### src/rtl/fm_padding_stream_if.sv
// Valid/ready beat stream used on both sides of the padding stage.
// The master drives valid and data, and the slave drives ready.
interface fm_padding_stream_if #(
  parameter int DW = 8
);
  logic          tvalid;
  logic          tready;
  logic [DW-1:0] tdata;

  modport master (output tvalid, output tdata, input tready);
  modport slave  (input tvalid, input tdata, output tready);
endinterface

### src/rtl/fm_padding_stream.sv
// fm_padding_stream: streaming zero-padding stage for the conv pipeline.
// Takes a row-major feature map with channel folds innermost and emits the
// padded map. Zero beats are inserted at border positions without consuming
// any input. A single output holding register gives a 1-cycle latency and
// full-rate throughput.
// Optional feature: FM_PADDING_FRAME_CNT_EN adds a 32-bit frames_done port
// that counts frames whose final beat has been accepted downstream.
module fm_padding_stream #(
  parameter int BIT_WIDTH  = 8,
  parameter int SIMD       = 1,
  parameter int CHANNELS   = 1,
  parameter int IN_H       = 4,
  parameter int IN_W       = 4,
  parameter int PAD_TOP    = 1,
  parameter int PAD_BOTTOM = 1,
  parameter int PAD_LEFT   = 1,
  parameter int PAD_RIGHT  = 1
) (
  input  logic                 ap_clk,
  input  logic                 ap_rst_n,
  fm_padding_stream_if.slave   in0_V,
  fm_padding_stream_if.master  out_V
`ifdef FM_PADDING_FRAME_CNT_EN
  ,
  output logic [31:0]          frames_done
`endif
);

  localparam int FOLDS  = CHANNELS / SIMD;
  localparam int OUT_H  = IN_H + PAD_TOP + PAD_BOTTOM;
  localparam int OUT_W  = IN_W + PAD_LEFT + PAD_RIGHT;
  localparam int DW     = BIT_WIDTH * SIMD;
  // A counter whose maximum is 0 still needs one bit to exist.
  localparam int FOLD_W = (FOLDS > 1) ? $clog2(FOLDS) : 1;
  localparam int X_W    = (OUT_W > 1) ? $clog2(OUT_W) : 1;
  localparam int Y_W    = (OUT_H > 1) ? $clog2(OUT_H) : 1;

  logic [FOLD_W-1:0] fold;
  logic [X_W-1:0]    x;
  logic [Y_W-1:0]    y;
  logic              out_valid_q;
  logic [DW-1:0]     out_data_q;
  logic              is_pad;
  logic              load_ok;
  logic              gen;
  logic              last_fold;
  logic              last_x;
  logic              last_y;

  // Comparisons are done in int so that bounds such as PAD_TOP+IN_H never
  // overflow the narrow counter widths.
  assign is_pad = (int'(y) < PAD_TOP) || (int'(y) >= PAD_TOP + IN_H) ||
                  (int'(x) < PAD_LEFT) || (int'(x) >= PAD_LEFT + IN_W);

  assign last_fold = (int'(fold) == FOLDS - 1);
  assign last_x    = (int'(x) == OUT_W - 1);
  assign last_y    = (int'(y) == OUT_H - 1);

  assign load_ok = !out_valid_q || out_V.tready;
  assign gen     = load_ok && (is_pad || in0_V.tvalid);

  // Ready is deliberately independent of tvalid. It is forced low while in reset.
  assign in0_V.tready = ap_rst_n && load_ok && !is_pad;
  assign out_V.tvalid = out_valid_q;
  assign out_V.tdata  = out_data_q;

  // Output holding register: load on generate, drop valid once taken with nothing new.
  always_ff @(posedge ap_clk or negedge ap_rst_n) begin
    if (!ap_rst_n) begin
      out_valid_q <= 1'b0;
      out_data_q  <= '0;
    end else if (gen) begin
      out_valid_q <= 1'b1;
      out_data_q  <= is_pad ? '0 : in0_V.tdata;
    end else if (out_V.tready) begin
      out_valid_q <= 1'b0;
    end
  end

  // Position counters: fold innermost, then x, then y. They wrap into the next frame with no gap.
  always_ff @(posedge ap_clk or negedge ap_rst_n) begin
    if (!ap_rst_n) begin
      fold <= '0;
      x    <= '0;
      y    <= '0;
    end else if (gen) begin
      if (last_fold) begin
        fold <= '0;
        if (last_x) begin
          x <= '0;
          y <= last_y ? '0 : y + Y_W'(1);
        end else begin
          x <= x + X_W'(1);
        end
      end else begin
        fold <= fold + FOLD_W'(1);
      end
    end
  end

`ifdef FM_PADDING_FRAME_CNT_EN
  logic out_last_q;

  // Tag the held beat as frame-final, and count when that beat is accepted.
  always_ff @(posedge ap_clk or negedge ap_rst_n) begin
    if (!ap_rst_n) begin
      out_last_q  <= 1'b0;
      frames_done <= '0;
    end else begin
      if (gen) out_last_q <= last_fold && last_x && last_y;
      if (out_valid_q && out_V.tready && out_last_q) frames_done <= frames_done + 32'd1;
    end
  end
`endif

endmodule

### src/flat_wrapper.sv
// flat-port wrapper written by rule: the top's interface ports become plain ports
module fm_padding_stream_flat 
#(
  parameter int BIT_WIDTH  = 8,
  parameter int SIMD       = 1,
  parameter int CHANNELS   = 1,
  parameter int IN_H       = 4,
  parameter int IN_W       = 4,
  parameter int PAD_TOP    = 1,
  parameter int PAD_BOTTOM = 1,
  parameter int PAD_LEFT   = 1,
  parameter int PAD_RIGHT  = 1
)
  (ap_clk, ap_rst_n, in0_V_tvalid, in0_V_tdata, in0_V_tready, out_V_tvalid, out_V_tdata, out_V_tready);
  fm_padding_stream_if #(.DW(8)) in0_V_i ();
  fm_padding_stream_if #(.DW(8)) out_V_i ();
  input  logic ap_clk;
  input  logic ap_rst_n;
  input wire logic [$bits(in0_V_i.tvalid)-1:0] in0_V_tvalid;
  input wire logic [$bits(in0_V_i.tdata)-1:0] in0_V_tdata;
  output wire logic [$bits(in0_V_i.tready)-1:0] in0_V_tready;
  output wire logic [$bits(out_V_i.tvalid)-1:0] out_V_tvalid;
  output wire logic [$bits(out_V_i.tdata)-1:0] out_V_tdata;
  input wire logic [$bits(out_V_i.tready)-1:0] out_V_tready;
  assign in0_V_i.tvalid = in0_V_tvalid;
  assign in0_V_i.tdata = in0_V_tdata;
  assign in0_V_tready = in0_V_i.tready;
  assign out_V_tvalid = out_V_i.tvalid;
  assign out_V_tdata = out_V_i.tdata;
  assign out_V_i.tready = out_V_tready;
  fm_padding_stream #(.BIT_WIDTH(BIT_WIDTH), .SIMD(SIMD), .CHANNELS(CHANNELS), .IN_H(IN_H), .IN_W(IN_W), .PAD_TOP(PAD_TOP), .PAD_BOTTOM(PAD_BOTTOM), .PAD_LEFT(PAD_LEFT), .PAD_RIGHT(PAD_RIGHT)) u_core (.ap_clk(ap_clk), .ap_rst_n(ap_rst_n), .in0_V(in0_V_i), .out_V(out_V_i));
endmodule
### config.mk
export PLATFORM = sky130hd
export DESIGN_NAME = fm_padding_stream_flat
export DESIGN_NICKNAME = d
export VERILOG_FILES = /design/src/rtl/fm_padding_stream_if.sv /design/src/rtl/fm_padding_stream.sv /design/src/flat_wrapper.sv
export SDC_FILE = /design/constraint.sdc
export NUM_CORES = 1
export LEC_CHECK = 0
export CAP_MARGIN = 10
export CORE_UTILIZATION = 40
export DETAILED_ROUTE_END_ITERATION = 8
export PLACE_DENSITY = 0.69
export SYNTH_ARGS = -nofsm -noshare
export SYNTH_HDL_FRONTEND = slang
export SYNTH_SLANG_ARGS = --single-unit
### constraint.sdc
create_clock -name ap_clk -period 3.4 [get_ports ap_clk]
set_input_delay 0.68 -clock ap_clk [delete_from_list [all_inputs] [get_ports ap_clk]]
set_output_delay 0.68 -clock ap_clk [all_outputs]
set_load 0.01 [all_outputs]
* Word level (Yosys, flattened, before mapping)
Index checks and enable logic that the tools add are counted.
** Storage, ports and cells
- Register bits after elaboration :: 16
- Output and inout port bits :: 10
** Operators by class
- $add $sub $neg :: 3
- Magnitude comparators :: 4
- Equality and inequality tests :: 2
- Multiplexer cells :: 6
- Bitwise operators :: 1
- Reduce and logical (&&, ||, !) cells :: 13
** Operators by type and width (number)
- $mux W8 :: 1
- $add A3 B1 Y3 const B :: 2
- $eq A3 B3 Y1 const B :: 2
- $ge A3 B3 Y1 const B :: 2
- $lt A3 B1 Y1 const B :: 2
- $mux W3 :: 2
- $logic_or A1 B1 Y1 :: 5
- $logic_and A1 B1 Y1 :: 3
- $mux W1 :: 3
- $reduce_and A3 Y1 :: 1
- $logic_not A1 Y1 :: 2
- $reduce_and A2 Y1 :: 1
- $reduce_bool A2 Y1 :: 1
- $add A1 B1 Y1 const B :: 1
- $not A1 Y1 :: 1

* Depth between registers and ports, before layout
Gate-level depths: netlist of the first run.
- Depth in word-level cells :: 7
- Gate-level depth with buffers :: 5

* Least setup slack after synthesis of the first run
OpenSTA, ideal clock, no wires.
- Kind :: register to output
- Start :: register u_core.y[1]
- End :: output in0_V_tready
- Arrival :: 1.194 ns
- Required time :: 2.720 ns
- Path slack :: 1.526 ns
- Cell stages (with the launch flop) :: 4
- Path through :: dfrtp_1 -> o21a_1 -> nor4b_2 -> and3_1
** On the way
- Longest elaborated chain between the ends :: 6
** Ends and longest elaborated chain
- from (decl) :: line fm_padding_stream.sv:40 : logic [Y_W-1:0] y;
- from (signal assigned) :: line fm_padding_stream.sv:91 : y <= last_y ? '0 : y + Y_W'(1);
- $lt A3 B1 Y1 / $ge A3 B3 Y1 (equally long branches) :: line fm_padding_stream.sv:52 : assign is_pad = (int'(y) < PAD_TOP) || (int'(y) >= PAD_TOP + IN_H) ||
- $logic_or A1 B1 Y1 * (2 in a row) :: line fm_padding_stream.sv:52
- $logic_or A1 B1 Y1 * :: line fm_padding_stream.sv:53 : (int'(x) < PAD_LEFT) || (int'(x) >= PAD_LEFT + IN_W);
- $logic_not A1 Y1 * :: line fm_padding_stream.sv:63 : assign in0_V.tready = ap_rst_n && load_ok && !is_pad;
- $logic_and A1 B1 Y1 * :: line fm_padding_stream.sv:63
- to (decl) :: line flat_wrapper.sv:21 : output wire logic [$bits(in0_V_i.tready)-1:0] in0_V_tready;
Mark *: on every way between the ends. The rest lies on a longest branch, timed or not.

* Final worst setup path of the first run
Same ends and word-level chain as after synthesis.

==> impl_metrics.tcl, run 1 <==
set metrics [dict create \
    die_height_um 42.68 \
    syn-num-nets 64 \
    antenna_left 0 \
    syn2layout_area_growth_pct 36.67 \
    period_share 0.8117 \
    max_cap_violations 0 \
    io_buffer_count 21 \
    post_cts_resized 0 \
    grt_max_degree 16 \
    relSlewSlack 0.7493 \
    seq_area_frac_synth 0.5671 \
    ys_seq_elements 15 \
    finalHoldViolCount 0 \
    hpwl_um 877.5 \
    synth-main-ff-cell "dfrtp_1" \
    grt_pass1_vias 452 \
    p_per_area_nw_per_um2 823.1 \
    final_cell_mix "21 x clkdlybuf4s50_1, 15 x dfrtp_1, 8 x a22o_2" \
    syn_area_um2 661.9 \
    max_clock_freq_mhz 362.3 \
    leakage_nw 0.4007 \
    ios 22 \
    cts_setup_buffers 0 \
    clock-skew-final_ps 8.298 \
    crit_chain "o21a_1 > nor4b_2 > and3_1 > clkdlybuf4s50_1" \
    root_buffer "clkbuf_4" \
    synth_top_cell_by_area "dfrtp_1" \
    antenna_found_initial 0 \
    critical_path_required_ps 2720 \
    swShare 0.3395 \
    r2r_cells 4 \
    vias 496 \
    p_switching_w 0.0002528 \
    synth_enable_flop_cells 0 \
    fin_nets 89 \
    finalSetupTns_ps 0 \
    cp_max_fo 5 \
    avgSynthCellArea_um2 12.73 \
    final_area_um2 904.6 \
    dp.cells 88 \
    stdcell_count 92 \
    internal_power_w 0.0004919 \
    die_area_um2 1822 \
    routed_wl_um 1249 \
    slowest_delay_ps 530 \
    rsz0062_at_grt "false" \
    first_iter_violations 13 \
    grt_first_pass_wirelength_um 2007 \
    clock_sinks 15 \
    final-setup-viol-count 0 \
    fin_crit_ps 2760 \
    arrival_ps 2080 \
    irDropWorstVdd_mv 0.5314 \
    postPlaceCellArea_um2 877.1 \
    synth_top_cell_area_share 0.5671 \
    via_per_inst 5.391 \
    wl_per_cell_um 13.58 \
    combinationalPowerShare 0.438 \
    drc 0 \
    end_kind "output pin" \
    die_x_um 42.68 \
    gr-total-overflow 0 \
    tightest_slew_ps 373.2 \
    slew_viol_final 0 \
    numCtsBuffers 3 \
    synth-async-reset-ratio 1.000 \
    ys_warn_count 0 \
    min_path_type "reg -> reg" \
    power.total_w 0.0007446 \
    tritoncts "done" \
    synth_area_leaders "dfrtp_1 57%, a22o_2 12%, buf_6 3.4%" \
    critPathKind "reg -> out" \
    std_cell_rows 14 \
    core_um2 1524 \
    synthDistinctLibCells 21 \
    clk_pin_slew_ps 100 \
    n_antenna_cell 0 \
    gp_congestion 0.7063 \
    drive_above_1_share 0.2237 \
    status "complete, no violations" \
    initial_core_util 0.4343 \
    seq_power_share 0.425 \
    layout_commonest_cell "clkdlybuf4s50_1" \
    syn_inst 52 \
    track_usage 0.1482 \
    crit_path_start_kind "register" \
    hold_buffers 0 \
    power_frac_clock 0.138 \
    htreeDepth 1 \
    slowest_stage "clkdlybuf4s50_1" \
    insertion_delay_ps 280 \
    worstHoldPathCells 1 \
    cts_max_path_buffers 2 \
    first_pass_iters 4 \
]
==> cells in the mapped netlist, types with 2 or more instances <==
library cell  number
a22o_2             8
and3_1             2
buf_6              2
dfrtp_1           15
inv_1              2
mux2_2             2
nand3_1            2
nor2_1             2
nor3_1             4
xnor2_1            2
==> final timing paths <==
kind / start / endpoint / slack [ps]
hold reg to reg: u_core.out_V.tdata[2] / u_core.out_V.tdata[2] / 510
setup / recovery: u_core.y[1] / in0_V_tready / 640
setup reg to reg: u_core.y[1] / u_core.out_V.tdata[5] / 1670
hold / removal: u_core.out_V.tdata[2] / u_core.out_V.tdata[2] / 510
min in group asynchronous: ap_rst_n / u_core.out_V.tvalid / 740
max in group asynchronous: ap_rst_n / u_core.x[0] / 2480
==> metrics by stage <==
step,hold WS [ps],utilization,worst slack (ps)
after floorplan,384.4,-,1526
after global placement,485.5,0.5755,703.9
after detailed placement,482.9,0.5755,674.8
after CTS,512.4,0.5936,657.6
after global routing,525.6,0.5936,562.8
final,509.2,0.5936,640.1
==> critical path, delay by kind of cell, from the launching register on <==
kind                   cells  cell delay [ps]
AOI/OAI and AO/OA          1              230
buffers and inverters      1              530
DFF                        1              420
and+or+nand+nor            2              630
==> final cells by class <==
cell class                 instances  area, um2
tap                               16      20.02
fill                             126      619.3
sequential                        15      375.4
timing repair buffer              22      217.7
clock inverter                     1      5.005
multi-input combinational         33      256.5
inverter                           2      7.507
clock buffer                       3      22.52
==> per-layer routing <==
| layer | vias to the layer above | global-route usage | wire, um |
|---|---|---|---|
| met3 | 2 | 0.02979 | 61 |
| met1 | 239 | 0.1927 | 594 |
| met2 | 16 | 0.2424 | 576 |
| met4 | 0 | 0.05625 | 17 |
| met5 | - | 0 | 0 |
| li1 | 239 | - | - |
==> power groups by stage <==
stage | clock network, W | registers [W] | logic [W]
2_1_floorplan | 0 | 0.000331 | 0.000187
3_3_place_gp | 0 | 0.000319 | 0.000321
3_5_place_dp | 0 | 0.000319 | 0.000325
4_1_cts | 0.000104 | 0.000315 | 0.000329
5_1_grt | 0.000112 | 0.000329 | 0.000353
6_report | 0.000103 | 0.000316 | 0.000326
==> sequential cells by signal (all words and copies together), names as in the netlist <==
| name | cells |
|---|---|
| u_core.y | 3 |
| u_core.x | 3 |
| u_core.out_V.tdata | 8 |
| u_core.out_V.tvalid | 1 |
==> cell families (layout without fill, tap and decap cells) <==
logic type,Yosys count,in the layout,share of synthesized area
and+or+nand+nor,16,16,0.1456
DFF,15,15,0.5671
AOI/OAI and AO/OA,13,13,0.1815
buffers and inverters,4,28,0.04537
xor gates and xnor gates,2,2,0.02647
muxes,2,2,0.03402
No activity file was read; power rests on OpenSTA's default activity.
==> run 2, diff against run 1 <==
CORE_UTILIZATION = 39   (was 40)
PLACE_DENSITY = 0.71   (was 0.69)
clock period = 2.2 ns   (was 3.4 ns; I/O delays follow)
==> impl_metrics.tcl, run 2 (synthesized netlist as in run 1, its figures left out) <==
set metrics [dict create \
    critical_path_required_ps 1760 \
    track_usage 0.1805 \
    power_frac_clock 0.129 \
    fin_crit_ps 2131 \
    syn2layout_area_growth_pct 43.29 \
    r2r_end "u_core.out_V.tdata[5]" \
    critPathKind "reg -> out" \
    swShare 0.3441 \
    tightest_slew_ps 333.7 \
    io_buffer_count 21 \
    seqCellArea_um2 376.6 \
    wl_per_cell_um 15.38 \
    fin_nets 93 \
    internal_power_w 0.0008233 \
    dp_slack_ps 36.93 \
    antenna_found_initial 0 \
    via_per_inst 5.656 \
    fin_ws_ps 69.37 \
    min_path_type "in -> async" \
    clock-skew-final_ps 3.091 \
    p_per_area_nw_per_um2 1324 \
    ios 22 \
    clock_sinks 15 \
    p_switching_w 0.0004320 \
    crit_chain "buf_4 > nor3_2 > nor4b_4 > and3_1 > dlygate4sd2_1" \
    path_buf_inv 2 \
    core_um2 1541 \
    drive_above_1_share 0.2875 \
    combinationalPowerShare 0.484 \
    die_height_um 43.20 \
    hpwl_um 1052 \
    status "complete, no violations" \
    cts_max_path_buffers 2 \
    drc 0 \
    reg2reg_slack_ps 450 \
    initial_core_util 0.4294 \
    finalHoldViolCount 0 \
    gp_congestion 0.6839 \
    seq_power_share 0.388 \
    max_cap_violations 0 \
    first_pass_iters 4 \
    grt_pass1_vias 569 \
    end_kind "output pin" \
    layout_commonest_cell "clkdlybuf4s50_1" \
    grt_max_degree 16 \
    numCtsBuffers 3 \
    clk_pin_slew_ps 100 \
    final_cell_mix "20 x clkdlybuf4s50_1, 14 x dfrtp_1, 8 x a22o_2" \
    std_cell_rows 14 \
    period_share 0.9685 \
    gr-total-overflow 0 \
    largest_reg_flops 8 \
    insertion_delay_ps 280 \
    postPlaceCellArea_um2 899.6 \
    hold_buffers 0 \
    grt_first_pass_wirelength_um 2456 \
    crit_path_start_kind "register" \
    die_x_um 43.20 \
    first_iter_violations 7 \
    slowest_stage "dfrtp_1" \
    relSlewSlack 0.7764 \
    multi_input_area_um2 270.3 \
    vias 543 \
    final-setup-viol-count 0 \
    cp_max_fo 4 \
    die_area_um2 1866 \
    critPathTopFamily "simple AND/OR/NAND/NOR gates" \
    tritoncts "done" \
    nFillCells 132 \
    final_area_um2 948.4 \
    root_buffer "clkbuf_4" \
    finalSetupTns_ps 0 \
    slowest_delay_ps 400 \
    slew_viol_final 0 \
    antenna_left 0 \
    rsz0062_at_grt "false" \
    r2r-start "u_core.y[1]" \
    htreeDepth 1 \
    routed_wl_um 1476 \
    irDropWorstVdd_mv 0.6827 \
    n_antenna_cell 0 \
    max_clock_freq_mhz 469.3 \
    leakage_nw 0.4338 \
    arrival_ps 1690 \
    r2r_cells 6 \
]
[run 2: layout make-up]
type,count,area share
Tap cell,16,0.02111
Timing Repair Buffer,26,0.2599
Inverter,2,0.007916
Multi-Input combinational cell,33,0.2850
Clock buffer,3,0.02375
Sequential cell,15,0.3971
Clock inverter,1,0.005277
[run 2: per-layer routing]
layer	share of wire	track usage
met1	0.44	0.2075
met2	0.53	0.3224
met3	0.028	0.02979
met4	0.0047	0.07879
met5	0	0
[run 2: power groups by stage]
stage	logic, W	clock network (W)	registers, W
after detailed placement	0.000553	0	0.000486
final	0.000607	0.000162	0.000487
after global placement	0.000537	0	0.000480
after CTS	0.000605	0.000166	0.000484
after global routing	0.000651	0.000176	0.000500
after floorplan	0.000289	0	0.000512
[run 2: timing repair]
action / 4_1_cts / 5_1_grt
resized for setup: 4 / 0
setup buffers: 1 / 0
endpoints found under the setup margin: 1 / 0
[run 2: worst max path at each step]
stage	start	to	slack, ps	cells after the start
after floorplan	u_core.y[1]	in0_V_tready	570	3
after detailed placement	u_core.y[1]	in0_V_tready	40	4
final	u_core.y[1]	in0_V_tready	70	5
after CTS	u_core.y[1]	in0_V_tready	100	5
after global routing	u_core.y[1]	in0_V_tready	5	5
after global placement	out_V_tready	in0_V_tready	90	4
[run 2: worst reg2reg max path: stages (launching register included)]
cell	delay, ps
dfrtp_1	400
buf_4	160
nor3_2	310
nor4b_4	90
buf_4	150
and3_1	250
a22o_2	290
[run 2: stage by stage]
step | util | hold slack [ps] | power (W) | instances
2_1_floorplan | - | 144.4 | 0.0008008 | 52
5_1_grt | 0.6153 | 529.6 | 0.001327 | 96
6_report | 0.6153 | 495.4 | 0.001255 | 96
3_5_place_dp | 0.5836 | 484.4 | 0.001039 | 91
4_1_cts | 0.6153 | 502.1 | 0.001255 | 96
3_3_place_gp | 0.5836 | 485.2 | 0.001017 | 91
